`config.mk`:
```
export PLATFORM = sky130hd
export DESIGN_NAME = exc_cp0_unit
export DESIGN_NICKNAME = d
export VERILOG_FILES = /design/src/rtl/exc_cp0_unit.sv
export SDC_FILE = /design/constraint.sdc
export NUM_CORES = 1
export LEC_CHECK = 0
export BUFFER_PORTS_ARGS = -buffer_cell sky130_fd_sc_hd__clkbuf_2
export CELL_PAD_IN_SITES_DETAIL_PLACEMENT = 0
export CELL_PAD_IN_SITES_GLOBAL_PLACEMENT = 2
export CORE_MARGIN = 1
export CORE_UTILIZATION = 30
export DETAILED_ROUTE_END_ITERATION = 8
export PLACE_DENSITY_LB_ADDON = 0.1
export SETUP_SLACK_MARGIN = 0.15
export SYNTH_ARGS = -nofsm -noshare
export SYNTH_HDL_FRONTEND = slang
export SYNTH_SLANG_ARGS = --single-unit
```
`constraint.sdc`:
```
create_clock -name clk -period 3.01 [get_ports clk]
set_clock_uncertainty 0.15 [all_clocks]
set_input_delay 0.301 -clock clk [delete_from_list [all_inputs] [get_ports clk]]
set_output_delay 0.301 -clock clk [all_outputs]
set_load 0.1 [all_outputs]
```
`src/rtl/exc_cp0_unit.sv`:
```
// Exception/CP0 unit at the MEM/commit boundary: prioritised exceptions, interrupts,
// Count/Compare timer, architectural CP0 registers and a registered flush/redirect.
module exc_cp0_unit #(
    parameter int                   NUM_SRC   = 7,
    parameter logic [5*NUM_SRC-1:0] EXC_CODES = {5'd5, 5'd4, 5'd9, 5'd8, 5'd12, 5'd10, 5'd4},
    parameter int                   FETCH_SRC = 0,
    parameter logic [31:0]          VEC_BASE  = 32'hBFC00380
) (
    input  logic               clk,
    input  logic               rst,
    input  logic [5:0]         hw_int,
    input  logic               inst_valid,
    input  logic [31:0]        inst_pc,
    input  logic               inst_in_ds,
    input  logic [31:0]        mem_addr,
    input  logic [NUM_SRC-1:0] exc_req,
    input  logic               eret,
    input  logic               cp0_we,
    input  logic [4:0]         cp0_waddr,
    input  logic [31:0]        cp0_wdata,
    input  logic [4:0]         cp0_raddr,
    output logic [31:0]        cp0_rdata,
    output logic               flush,
    output logic [31:0]        new_pc,
    output logic [4:0]         exc_code,
    output logic [31:0]        status_o,
    output logic [31:0]        cause_o,
    output logic [31:0]        epc_o
);

    localparam logic [4:0] A_BADV    = 5'd8;
    localparam logic [4:0] A_COUNT   = 5'd9;
    localparam logic [4:0] A_COMPARE = 5'd11;
    localparam logic [4:0] A_STATUS  = 5'd12;
    localparam logic [4:0] A_CAUSE   = 5'd13;
    localparam logic [4:0] A_EPC     = 5'd14;

    // Status fields
    logic [7:0]  r_im;
    logic        r_exl;
    logic        r_ie;
    // Cause fields
    logic        r_bd;
    logic        r_ti;
    logic [5:0]  r_ip_hw;
    logic [1:0]  r_ip_sw;
    logic [4:0]  r_code;
    // Remaining CP0 state
    logic [31:0] r_epc;
    logic [31:0] r_badv;
    logic [31:0] r_count;
    logic [31:0] r_compare;
    logic        r_tog;
    // Pipeline redirect
    logic        r_flush;
    logic [31:0] r_new_pc;
    logic [4:0]  r_exc_code;

    logic [7:0]         w_ip;
    logic [31:0]        w_status;
    logic [31:0]        w_cause;
    logic               w_int_pend;
    logic               w_commit;
    logic               w_src_any;
    logic [NUM_SRC-1:0] w_src_oh;
    logic [4:0]         w_src_code;
    logic [4:0]         w_evt_code;
    logic               w_take_exc;
    logic               w_take_eret;
    logic               w_badv_upd;
    logic [31:0]        w_badv_val;
    logic [31:0]        w_epc_val;
    logic               w_wr;

    // The timer flag is folded into IP7 alongside hw_int[5].
    assign w_ip     = {r_ip_hw[5] | r_ti, r_ip_hw[4:0], r_ip_sw};
    assign w_status = {9'd0, 1'b1, 6'd0, r_im, 6'd0, r_exl, r_ie};
    assign w_cause  = {r_bd, r_ti, 14'd0, w_ip, 1'b0, r_code, 2'b00};

    assign w_int_pend = (|(w_ip & r_im)) & r_ie & ~r_exl;
    assign w_commit   = inst_valid & ~r_flush;

    // Lowest-numbered request wins.
    always_comb begin
        w_src_oh   = '0;
        w_src_code = '0;
        for (int i = NUM_SRC - 1; i >= 0; i--) begin
            if (exc_req[i]) begin
                w_src_oh    = '0;
                w_src_oh[i] = 1'b1;
                w_src_code  = EXC_CODES[5*i +: 5];
            end
        end
    end

    assign w_src_any   = |exc_req;
    assign w_take_exc  = w_commit & (w_int_pend | w_src_any);
    assign w_take_eret = w_commit & ~w_int_pend & ~w_src_any & eret;
    assign w_evt_code  = w_int_pend ? 5'd0 : w_src_code;
    assign w_badv_upd  = ~w_int_pend & ((w_src_code == 5'd4) | (w_src_code == 5'd5));
    assign w_badv_val  = w_src_oh[FETCH_SRC] ? inst_pc : mem_addr;
    assign w_epc_val   = inst_in_ds ? (inst_pc - 32'd4) : inst_pc;

    // MTC0 from a faulting/ERET instruction or from the shadow slot never lands.
    assign w_wr = cp0_we & ~r_flush & ~w_take_exc & ~w_take_eret;

    always_ff @(posedge clk) begin
        if (rst) begin
            r_im       <= '0;
            r_exl      <= 1'b0;
            r_ie       <= 1'b0;
            r_bd       <= 1'b0;
            r_ip_hw    <= '0;
            r_ip_sw    <= '0;
            r_code     <= '0;
            r_epc      <= '0;
            r_badv     <= '0;
            r_exc_code <= '0;
        end else begin
            r_ip_hw <= hw_int;
            if (w_take_exc) begin
                if (!r_exl) begin
                    r_epc <= w_epc_val;
                    r_bd  <= inst_in_ds;
                end
                r_exl      <= 1'b1;
                r_code     <= w_evt_code;
                r_exc_code <= w_evt_code;
                if (w_badv_upd)
                    r_badv <= w_badv_val;
            end else if (w_take_eret) begin
                r_exl <= 1'b0;
            end else if (w_wr) begin
                case (cp0_waddr)
                    A_STATUS: begin
                        r_im  <= cp0_wdata[15:8];
                        r_exl <= cp0_wdata[1];
                        r_ie  <= cp0_wdata[0];
                    end
                    A_CAUSE: r_ip_sw <= cp0_wdata[9:8];
                    A_EPC:   r_epc   <= cp0_wdata;
                    default: ;
                endcase
            end
        end
    end

    // Count ticks at half the clock rate; a Compare write always beats a match.
    always_ff @(posedge clk) begin
        if (rst) begin
            r_tog     <= 1'b0;
            r_count   <= '0;
            r_compare <= '0;
            r_ti      <= 1'b0;
        end else begin
            r_tog <= ~r_tog;
            if (w_wr && cp0_waddr == A_COUNT)
                r_count <= cp0_wdata;
            else if (r_tog)
                r_count <= r_count + 32'd1;
            if (w_wr && cp0_waddr == A_COMPARE) begin
                r_compare <= cp0_wdata;
                r_ti      <= 1'b0;
            end else if (r_count == r_compare) begin
                r_ti <= 1'b1;
            end
        end
    end

    always_ff @(posedge clk) begin
        if (rst) begin
            r_flush  <= 1'b0;
            r_new_pc <= '0;
        end else begin
            r_flush <= w_take_exc | w_take_eret;
            if (w_take_exc)
                r_new_pc <= VEC_BASE;
            else if (w_take_eret)
                r_new_pc <= r_epc;
        end
    end

    always_comb begin
        cp0_rdata = '0;
        case (cp0_raddr)
            A_BADV:    cp0_rdata = r_badv;
            A_COUNT:   cp0_rdata = r_count;
            A_COMPARE: cp0_rdata = r_compare;
            A_STATUS:  cp0_rdata = w_status;
            A_CAUSE:   cp0_rdata = w_cause;
            A_EPC:     cp0_rdata = r_epc;
            default:   cp0_rdata = '0;
        endcase
    end

    assign flush    = r_flush;
    assign new_pc   = r_new_pc;
    assign exc_code = r_exc_code;
    assign status_o = w_status;
    assign cause_o  = w_cause;
    assign epc_o    = r_epc;

endmodule

```
==> results by group <==
Outcome
  • Status: finished, final reports clean

Critical path
  • CP max stage cell: o31a_1
  • Buf/Inv on CP: 2
  • Setup Crit Path Kind: reg -> reg
  • Worst Path Required: 3.23 ns
  • Delay-heaviest family, CP: compound AO/OA/AOI/OAI gates
  • Crit path max fanout: 33
  • WP depth: 8
  • Max incr delay on CP: 0.40 ns
  • Reg2reg path depth: 8
  • WP data arrival: 2.79 ns
  • Critical Path Source Type: register
  • Crit end category: register
  • Crit-path cells: a222oi_1 -> buf_4 -> o2111ai_2 -> o31a_1 -> and3b_1 -> buf_12 -> nand2_1 -> a21oi_1

STA
  • RSZ-0062 raised after global routing: no
  • Final period utilization: 85.5%
  • Max Freq: 389 MHz
  • Worst-margin pin slew: 0.631 ns
  • # setup viols final: 0
  • Final Hold Fails: 0
  • Final Max Slew Viols: 0
  • Max-slew headroom: 57.4%
  • Min cycle time layout: 2.57 ns
  • Final setup TNS: 0 ns
  • Final hold slack: 0.0169 ns

GRT
  • Largest net degree at the start of global routing: 65
  • GRT overflow: 0
  • GR Layer Usage met2: 37.4%
  • First-pass GRT wire length: 61600 µm
  • Gr usage total: 24.8%
  • Met1 usage: 36.9%
  • Number of global-route vias before repair: 9277
  • GRT busiest layer: met2
  • Routing usage on met3: 3.68%
  • Initial antenna violation count: 0

Synthesis
  • Post-synth ARST share: 0%
  • Most common cell in the synthesized netlist: dfxtp_1
  • Seq/Total Area, Yosys: 37.0%
  • Post-synthesis cell type count: 65
  • Post-synth EDFFs: 0
  • Largest family of logic cells by synthesized area: simple AND/OR/NAND/NOR gates
  • Most frequent cells after synthesis: dfxtp_1, nand2_1, nor2_1
  • Multiplexer area fraction after synthesis: 4.68%
  • Synth Flop Type: dfxtp_1
  • Synth top area share: 37.0%
  • #FFs+latches synth: 186
  • Post-synthesis simple-gate area fraction: 22.2%
  • Cell taking the most area after synthesis: dfxtp_1
  • Synth area leaders: dfxtp_1, nand2_1, nor2_1
  • Synth Area in Compound Gates: 20.0%
  • Synth Area in Adders: 0.249%
  • Syn Inst Count: 1232
  • Syn avg cell area: 8.16 µm²
  • XOR/XNOR share of the synthesized area: 7.84%
  • Synthesis Warnings: 0
  • Post-Syn Area: 10100 µm²

Pwr
  • Peak supply drop: 0.000417 V
  • Power Dens Cells: 535 nW/µm²
  • Static leakage power: 5.19 nW

Drt
  • Post-DR vias/cell: 5.16
  • Average routed wire per standard cell: 22.0 µm
  • Post-route DRC: 0
  • Drt total wl: 42200 µm
  • Routed vias: 9891
  • Drt pass-1 iters: 7
  • DRT iter0 DRCs: 790
  • Antenna-violating nets left: 0

CTS
  • H-Tree Depth: 4
  • Clk_lat worst skew: 0.45 ns
  • Clk pin slew, worst setup/hold paths: 0.07 ns
  • CTS tree: done
  • CTS Sinks: 186
  • CTS Buf Count: 17
  • Post_cts resized: 0
  • Clock root buffer: clkbuf_16
  • Clock tree buffer depth: 2

Finish
  • Fill cells: 3412
  • Share of cells above drive strength 1: 23.7%
  • Area added between synthesis and finish: 31.3%
  • Nets: 1589
  • Ant diodes: 0
  • Fin cells: 1917

Min path
  • Cells on Worst Hold Path: 3
  • Hold crit path type: in -> reg

Die
  • Die Wd: 185 µm
  • Die Height: 185 µm
  • Die area: 34300 µm²
  • Row cnt: 66
  • Starting density of the core: 30.7%
  • Ports: 291
  • Core box area: 32800 µm²

Flow run
  • Max cap viols: 0

Placed design
  • Dpl cells: 1851
  • Final GP Congestion: 0.808
  • Final HPWL DP: 30800 µm
  • Port buffer count: 249
-- report_power, final --
group          switching [mW]  total, mW  internal (mW)
Sequential              0.133       2.69           2.56
Combinational            1.17       1.52          0.346
Clock                    1.09       2.85           1.76
Total                    2.40       7.06           4.66
-- metal layers --
layer | wire length, µm | vias to the layer above | share of wire [%]
li1 | - | 4770 | -
met1 | 20900 | 4733 | 50
met2 | 18400 | 362 | 44
met3 | 2400 | 26 | 5.7
met4 | 408 | 0 | 0.97
met5 | 0 | - | 0
-- placed cells by master (no fill, tap or decap), types with 7 or more instances in the layout --
master | netlist | routed
xor2_1 | 30 | 30
a222oi_1 | 10 | 10
a221o_1 | 16 | 16
nor2b_1 | 11 | 11
buf_4 | 60 | 22
nor3_1 | 35 | 31
dfxtp_1 | 186 | 177
dfxtp_2 | 0 | 9
xnor2_1 | 60 | 60
nand3_1 | 24 | 24
o211ai_1 | 14 | 14
nor4_1 | 11 | 10
nor2_1 | 146 | 145
dlygate4sd3_1 | 0 | 33
bufinv_16 | 0 | 8
a211oi_1 | 64 | 64
a22oi_1 | 36 | 36
nand4_1 | 20 | 20
conb_1 | 2 | 41
and3_1 | 9 | 9
nand2_1 | 180 | 180
a22o_1 | 15 | 15
nor3_2 | 3 | 7
nand2b_1 | 7 | 7
a21oi_1 | 85 | 85
buf_12 | 0 | 44
clkbuf_16 | 0 | 17
mux2i_1 | 47 | 47
clkbuf_2 | 0 | 216
a211o_1 | 14 | 14
-- worst paths after layout --
check	slack [ns]	end	start
worst max-delay path	0.44	r_compare[21]	r_ip_sw[1]
worst min-delay path	0.02	r_compare[29]	cp0_wdata[29]
worst max register to register	0.44	r_compare[21]	r_ip_sw[1]
worst min register to register	0.30	new_pc[19]	new_pc[19]
-- layout make-up --
class | count | area [µm²] | area share, %
Multi-Input combinational cell | 938 | 5710 | 43.3
Clock buffer | 18 | 439 | 3.33
Tap cell | 442 | 553 | 4.19
Inverter | 4 | 15.0 | 0.114
Timing Repair Buffer | 315 | 2460 | 18.6
Clock inverter | 14 | 288 | 2.18
Sequential cell | 186 | 3730 | 28.3
-- cell families after synthesis --
group	after synthesis
other	2
adders and majority gates	2
and+or+nand+nor	482
buffers and inverters	147
muxes	47
DFF	186
xor gates and xnor gates	90
AOI/OAI and AO/OA	276
-- per-stage QoR --
step / util [%] / cell area, µm² / setup slack [ns] / total power, mW
floorplan: - / 10200 / 0.174 / 3.83
global placement: 37.0 / 12100 / 0.0304 / 4.23
detailed placement: 37.0 / 12100 / 0.0267 / 4.23
CTS: 40.3 / 13200 / 0.481 / 7.10
global route: 40.3 / 13200 / 0.229 / 7.28
finish: 40.3 / 13200 / 0.437 / 7.06
-- registers in the layout, summed over array words and instances (netlist names) --
| register | cells |
|---|---|
| r_ti | 1 |
| r_ie | 1 |
| new_pc | 32 |
| r_badv | 32 |
| r_tog | 1 |
| flush | 1 |
| epc_o | 32 |
| r_ip_sw | 2 |
| r_exl | 1 |
| r_ip_hw | 6 |
| r_bd | 1 |
| exc_code | 4 |
| r_im | 8 |
| r_compare | 32 |
| r_count | 32 |
-- worst min-delay path, delay by kind of cell --
kind / cells / cell delay, ns
buffers and inverters: 1 / 0.13
AO/OA/AOI/OAI: 1 / 0.06
AND/OR/NAND/NOR: 1 / 0.07
-- repair_timing --
| item | in CTS | in global routing |
|---|---|---|
| hold buffers | 33 | 0 |
| setup buffers | 1 | 0 |
| setup endpoints to repair | 89 | 0 |
| hold endpoints to repair | 36 | 0 |
(Power assumes the default switching activity.)
